==> src/rtl/qsys_pkg.sv <==
// rtl/qsys_pkg.sv - shared FSM state type and byte-lane geometry for the host bridge
package qsys_pkg;

    typedef enum logic [1:0] {
        ST_IDLE   = 2'd0,
        ST_ACCESS = 2'd1,
        ST_DONE   = 2'd2
    } state_t;

    localparam int LANES  = 4;
    localparam int LANE_W = 8;

endpackage

==> src/rtl/qsys_byte_lane.sv <==
// rtl/qsys_byte_lane.sv - byte-lane steering between an 8-bit device and a 32-bit Avalon bus
module qsys_byte_lane
    import qsys_pkg::*;
(
    input  logic [1:0]              wr_lane,
    input  logic [LANE_W-1:0]       wbyte,
    input  logic [1:0]              rd_lane,
    input  logic [LANES*LANE_W-1:0] rdata,
    output logic [LANES-1:0]        be,
    output logic [LANES*LANE_W-1:0] wdata,
    output logic [LANE_W-1:0]       rbyte
);

    assign be    = 4'b0001 << wr_lane;
    assign wdata = {LANES{wbyte}};
    assign rbyte = rdata[rd_lane*LANE_W +: LANE_W];

endmodule

==> src/rtl/qsys_host_bridge.sv <==
// rtl/qsys_host_bridge.sv - 8-bit device initiator to 32-bit Avalon-MM master bridge with wait timeout
module qsys_host_bridge
    import qsys_pkg::*;
#(
    parameter int address_size = 8,
    parameter int TIMEOUT      = 255
) (
    input  logic                    csi_MCLK_clk,
    input  logic                    rsi_MRST_reset_n,
    input  logic [address_size-1:0] dev_address,
    input  logic                    dev_write,
    input  logic                    dev_read,
    input  logic [7:0]              dev_writedata,
    output logic [7:0]              dev_readdata,
    output logic                    dev_waitrequest,
    output logic                    dev_error,
    output logic [address_size-1:0] avm_m0_address,
    output logic [31:0]             avm_m0_writedata,
    output logic [3:0]              avm_m0_byteenable,
    output logic                    avm_m0_write,
    output logic                    avm_m0_read,
    input  logic [31:0]             avm_m0_readdata,
    input  logic                    avm_m0_waitrequest
);

    localparam logic [31:0] TIMEOUT_W = 32'(TIMEOUT);

    state_t      state;
    logic        op_wr_q;
    logic [1:0]  lane_q;
    logic [31:0] tmo_cnt;
    logic [31:0] tmo_nxt;
    logic [3:0]  be_c;
    logic [31:0] wd_c;
    logic [7:0]  rbyte_c;

    // Write-side lanes decode straight from the device inputs at accept; read-back uses the latched lane.
    qsys_byte_lane u_lane (
        .wr_lane (dev_address[1:0]),
        .wbyte   (dev_writedata),
        .rd_lane (lane_q),
        .rdata   (avm_m0_readdata),
        .be      (be_c),
        .wdata   (wd_c),
        .rbyte   (rbyte_c)
    );

    assign tmo_nxt         = tmo_cnt + 32'd1;
    assign dev_waitrequest = (dev_read | dev_write) & (state != ST_DONE);

    always_ff @(posedge csi_MCLK_clk or negedge rsi_MRST_reset_n) begin
        if (!rsi_MRST_reset_n) begin
            state             <= ST_IDLE;
            op_wr_q           <= 1'b0;
            lane_q            <= 2'b00;
            tmo_cnt           <= 32'd0;
            dev_readdata      <= 8'h00;
            dev_error         <= 1'b0;
            avm_m0_address    <= '0;
            avm_m0_writedata  <= 32'h0;
            avm_m0_byteenable <= 4'h0;
            avm_m0_write      <= 1'b0;
            avm_m0_read       <= 1'b0;
        end else begin
            case (state)
                ST_IDLE: begin
                    if (dev_write || dev_read) begin
                        op_wr_q           <= dev_write;
                        lane_q            <= dev_address[1:0];
                        avm_m0_address    <= {dev_address[address_size-1:2], 2'b00};
                        avm_m0_writedata  <= wd_c;
                        avm_m0_byteenable <= be_c;
                        avm_m0_write      <= dev_write;
                        avm_m0_read       <= ~dev_write;
                        dev_error         <= 1'b0;
                        tmo_cnt           <= 32'd0;
                        state             <= ST_ACCESS;
                    end
                end
                ST_ACCESS: begin
                    if (!avm_m0_waitrequest) begin
                        avm_m0_write <= 1'b0;
                        avm_m0_read  <= 1'b0;
                        if (!op_wr_q) dev_readdata <= rbyte_c;
                        state        <= ST_DONE;
                    end else begin
                        tmo_cnt <= tmo_nxt;
                        // Give up in the cycle the stall count reaches TIMEOUT.
                        if (TIMEOUT != 0 && tmo_nxt == TIMEOUT_W) begin
                            avm_m0_write <= 1'b0;
                            avm_m0_read  <= 1'b0;
                            if (!op_wr_q) dev_readdata <= 8'hFF;
                            dev_error    <= 1'b1;
                            state        <= ST_DONE;
                        end
                    end
                end
                ST_DONE: state <= ST_IDLE;
                default: state <= ST_IDLE;
            endcase
        end
    end

endmodule

==> config.mk <==
export PLATFORM = sky130hd
export DESIGN_NAME = qsys_host_bridge
export DESIGN_NICKNAME = d
export VERILOG_FILES = /design/src/rtl/qsys_pkg.sv /design/src/rtl/qsys_byte_lane.sv /design/src/rtl/qsys_host_bridge.sv
export SDC_FILE = /design/constraint.sdc
export NUM_CORES = 1
export LEC_CHECK = 0
export ABC_CLOCK_PERIOD_IN_PS = 6850
export BUFFER_PORTS_ARGS = -buffer_cell sky130_fd_sc_hd__buf_2
export CELL_PAD_IN_SITES_DETAIL_PLACEMENT = 2
export CELL_PAD_IN_SITES_GLOBAL_PLACEMENT = 2
export CORE_MARGIN = 1.5
export CORE_UTILIZATION = 33
export DETAILED_ROUTE_END_ITERATION = 7
export PLACE_DENSITY_LB_ADDON = 0.12
export RECOVER_POWER = 25
export SYNTH_ARGS = -nofsm -noshare
export SYNTH_HDL_FRONTEND = slang
export SYNTH_SLANG_ARGS = --single-unit
==> constraint.sdc <==
create_clock -name csi_MCLK_clk -period 6.85 [get_ports csi_MCLK_clk]
set_input_delay 2.055 -clock csi_MCLK_clk [delete_from_list [all_inputs] [get_ports csi_MCLK_clk]]
set_output_delay 2.055 -clock csi_MCLK_clk [all_outputs]
set_load 0.005 [all_outputs]
# Yosys cells after proc, flatten, opt, wreduce, memory -nomap -nowiden
# Index checks and enable logic that the tools add are counted.
# Widths: inputs -> output; s select.
# op_classes
n_shift,2
reduce_logical,9
bitwise_logic,3
eq_ne,10
n_addsub,1
muxes,21
# ops
cell,n
$mux 32,2
$pmux 32 s2,1
$add 32x1->32 const B,1
$eq 32x8->1 const B,1
$mux 8,4
$shiftx 32x6->8,1
$ne 2x2->1 const B,6
$reduce_and 4->1,2
$mux 1,7
$mux 2,3
$pmux 1 s2,3
$reduce_and 3->1,2
$pmux 2 s2,1
$reduce_and 2->1,2
$shl 1x2->4 const A,1
$ne 3x3->1 const B,1
$eq 2x1->1 const B,1
$logic_not 2->1,1
$ne 2x1->1 const B,1
$reduce_bool 2->1,1
$and 1x1->1,1
$logic_or 1x1->1,1
$not 1->1,1
$or 1x1->1,1
# word_totals
wordCells,57
out_inout_bits,56
in_bits,53
reg_bits,90

# Logic depth before layout (Yosys ltp)
# logic_depth
word_depth,5
mapped_depth,10
depth_no_buf,8

# By module
# Synthesis repeated with hierarchy kept, for this count alone.
# unflattened
hier_cells,490
area_unflattened_um2,5003.5
# by_module_without_submodules
module,area_each_um2,seq_area_each_um2,n_inst,cells_each
qsys_host_bridge,4544.4,2252.2,1,444
qsys_byte_lane,459.2,0.0,1,46

# Worst setup path before layout
# OpenSTA, ideal clock, no wires.
# synth_timing
path_type,in2out
start,in dev_read
end,out dev_waitrequest
required_ns,4.795
path_buffers,0
setup_slack_ns,2.569
cell_stages,2
arrival_ns,2.226
path_cell_list,nor2_1 a21oi_1
# synth_between
elab_chain_len,2
# synth_rtl
item,line_no,source
start: declaration,qsys_host_bridge.sv:12,"input logic dev_read,"
$or 1x1->1,qsys_host_bridge.sv:49,assign dev_waitrequest = (dev_read | dev_write) & (state != ST_DONE);
$and 1x1->1,qsys_host_bridge.sv:49,
end: declaration,qsys_host_bridge.sv:15,"output logic dev_waitrequest,"
# No other way between the ends.

# Worst setup path in the final report
# Ends and elaborated chain as after synthesis.

==> metrics.txt <==
Avg WL per Cell=19.1 um; CTS buffer count=9; relative slew slack=approximately 27%; via-per-instance ratio=5.58; antenna violations before repair=0; # Post-CTS Setup Buffers=0; routed wire length=14000 um; Tmin final=4.65 ns; Initial Utilization=34.3%; # DRC=0; # H-tree levels=3; CP endpoint kind=primary output; hold buffer count at CTS=0; R2R cell count=8; Fin Setup TNS=0 ns; max_cap viols=0; Async SR Flop Fraction=100%; TritonCTS Sinks=66; Post-DP HPWL=~10000 um; syn_area_per_cell=~8.3 sq um; Post-Synthesis Cells=504; Clock Skew=approximately 0.0054 ns; nets@finish=618; DIE WIDTH=roughly 120 um; Row Count=40; global route overflow=0; CP Launch Type=input pin; CTS resizes=0; Static Leakage=2.18 nW; aggregate global-route resource usage=22.7%; fmax=215 MHz; critical path class=in2out; Layout fillers=1425; Reg2Reg Setup Slack=roughly 3.3 ns; # diodes=0; Syn Std Cell Area=4170 sq um; Reg clk slew, reported paths=about 0.050 ns; most frequent cells in the layout=105 x buf_2, 86 x nand2_1, 66 x dfrtp_1; final setup fails=0; Worst-Skew Late Latency=between 0.3 and 0.4 ns; die area=between 10000 and 15000 sq um; Setup crit end=dev_waitrequest; Hold Vio Cnt, Final=0; buffers added on ports=106; Worst Setup SP=dev_read; Reg-to-Reg Start=tmo_cnt[1]$_DFFE_PN0P_; non-filler cells, final=736; Netlist cell types=53; First DRT Iteration DRCs=around 180; Worst Path Arrival=about 2.6 ns; final cycle utilization of the critical path=67.9%; Post-synth EDFFs=0; root buf cell=clkbuf_16; worst min-delay path class=reg2reg; Ys Warns=0; worst-case clock buffer depth=2; r2r endpoint=dev_readdata[2]$_DFFE_PN0P_; global-route wire length before repair=23400 um; Critical Path Fanout Max=5; Synth Register Bits=66; Syn-to-layout area delta=18.0%; sequential area share after synthesis=39.6%; Core ar.=12200 sq um; Vert. Die Dim=between 100 and 150 um; placed cells=720; Worst-Margin Slew=1.09 ns; max-slew violations=0; TritonCTS clock tree=built; Cell Pwr Density=349 nW/um^2; top_reg_cell synth=dfrtp_1; IR drop worst, VDD=0.000126 V; number of global-route vias before repair=4417; I/O Pins=109; via count=4105; status=finished clean; routability congestion estimate from global placement=roughly 0.83; RSZ-0062 raised after global routing=no; proportion of layout cells with a drive suffix above 1=between 20 and 25%; Antenna Nets Post-Route=0; Pre-antenna DRT Iters=4; most common library cell in the layout ignoring fill and taps=buf_2; pin count of the biggest net entering global routing=67; Critical Path RT=~4.8 ns
-- cell usage after synthesis (all sizes together) (3+ instances only) --
master | number | share of area [%]
nand2 | 86 | 7.7
and3 | 10 | 1.5
nand4 | 25 | 3.9
nor3 | 10 | 1.2
and2 | 5 | 0.75
inv | 14 | 1.3
or3 | 10 | 1.5
a21oi | 17 | 2.1
nand3 | 22 | 2.8
o21ai | 60 | 7.2
dfrtp | 66 | 40
mux4 | 8 | 4.3
xnor2 | 5 | 1.0
o31ai | 10 | 1.8
nand3b | 3 | 0.54
clkbuf | 28 | 2.5
nor2 | 27 | 2.4
and4 | 5 | 1.0
buf | 36 | 6.2
or4 | 3 | 0.63
nor4 | 7 | 1.0
a31oi | 15 | 2.2
-- final cells by class --
class                   instances  area, sq um  share of cell area [%]
multi-input cells             361         2110                    42.9
flip-flops and latches         66         1650                    33.6
repair buffers                111          559                    11.4
clock buffers                  11          233                    4.73
well taps                     168          210                    4.27
clock inverters                 5          103                    2.08
inverters                      14         52.6                    1.07
-- per-layer routing --
layer	routed length [um]	share of wire (%)	track usage (%)
met2	7150	51	39.7
met5	0	0	0
met3	506	3.6	3.14
met4	162	1.2	6.83
met1	6200	44	29.2
-- power breakdown --
group	leakage (nW)	switching [W]	total (W)	internal, W
combinational	1.14	0.000335	0.000586	0.000250
clock	0.160	0.000173	0.000528	0.000355
sequential	0.876	0.000113	0.000605	0.000492
total	2.18	0.000621	0.00172	0.00110
-- metrics by stage --
stage / hold slack [ns] / utilization [%] / worst slack (ns) / power (W) / area (sq um)
2_1_floorplan: 0.463 / - / 2.57 / 0.00100 / 4180
3_3_place_gp: 0.447 / 37.8 / 2.25 / 0.00118 / 4600
3_5_place_dp: 0.470 / 37.8 / 2.23 / 0.00122 / 4600
4_1_cts: 0.483 / 40.6 / 2.23 / 0.00176 / 4940
5_1_grt: 0.512 / 40.5 / 2.14 / 0.00185 / 4920
6_report: 0.476 / 40.5 / 2.20 / 0.00172 / 4920
-- kinds of logic after synthesis --
kind of cell	after synthesis	synth area share, %
AO/OA/AOI/OAI	122	17.4
XOR/XNOR	6	1.26
adder cells (fa/ha/maj)	2	0.600
buffers and inverters	78	9.99
flip-flops	66	39.6
multiplexers	10	4.80
other	1	0.0899
AND/OR/NAND/NOR	219	26.2
-- registers in the layout, summed over array words and instances, names as in the netlist --
register and flops:
avm_m0_byteenable 4, op_wr_q 1, avm_m0_address 6, avm_m0_writedata 8, dev_readdata 8, lane_q 2, avm_m0_read 1, dev_error 1
tmo_cnt 32, avm_m0_write 1, state 2
-- worst max-delay path, stage by stage --
cell and delay [ns]:
clkbuf_1 0.19, nor2_1 0.10, a21oi_1 0.12, buf_2 0.12
-- how the worst min path moves through the flow --
| stage | start | endpoint | slack [ns] | cells after the start |
|---|---|---|---|---|
| 5_1_grt | avm_m0_byteenable[1]$_DFFE_PN0P_ | avm_m0_byteenable[1]$_DFFE_PN0P_ | 0.51 | 2 |
| 2_1_floorplan | avm_m0_byteenable[1]$_DFFE_PN0P_ | avm_m0_byteenable[1]$_DFFE_PN0P_ | 0.46 | 2 |
| 6_report | avm_m0_byteenable[1]$_DFFE_PN0P_ | avm_m0_byteenable[1]$_DFFE_PN0P_ | 0.48 | 2 |
| 4_1_cts | avm_m0_byteenable[1]$_DFFE_PN0P_ | avm_m0_byteenable[1]$_DFFE_PN0P_ | 0.48 | 2 |
| 3_3_place_gp | avm_m0_byteenable[3]$_DFFE_PN0P_ | avm_m0_byteenable[3]$_DFFE_PN0P_ | 0.45 | 2 |
| 3_5_place_dp | avm_m0_byteenable[1]$_DFFE_PN0P_ | avm_m0_byteenable[1]$_DFFE_PN0P_ | 0.47 | 2 |
Power figures use the tool's default switching activity.
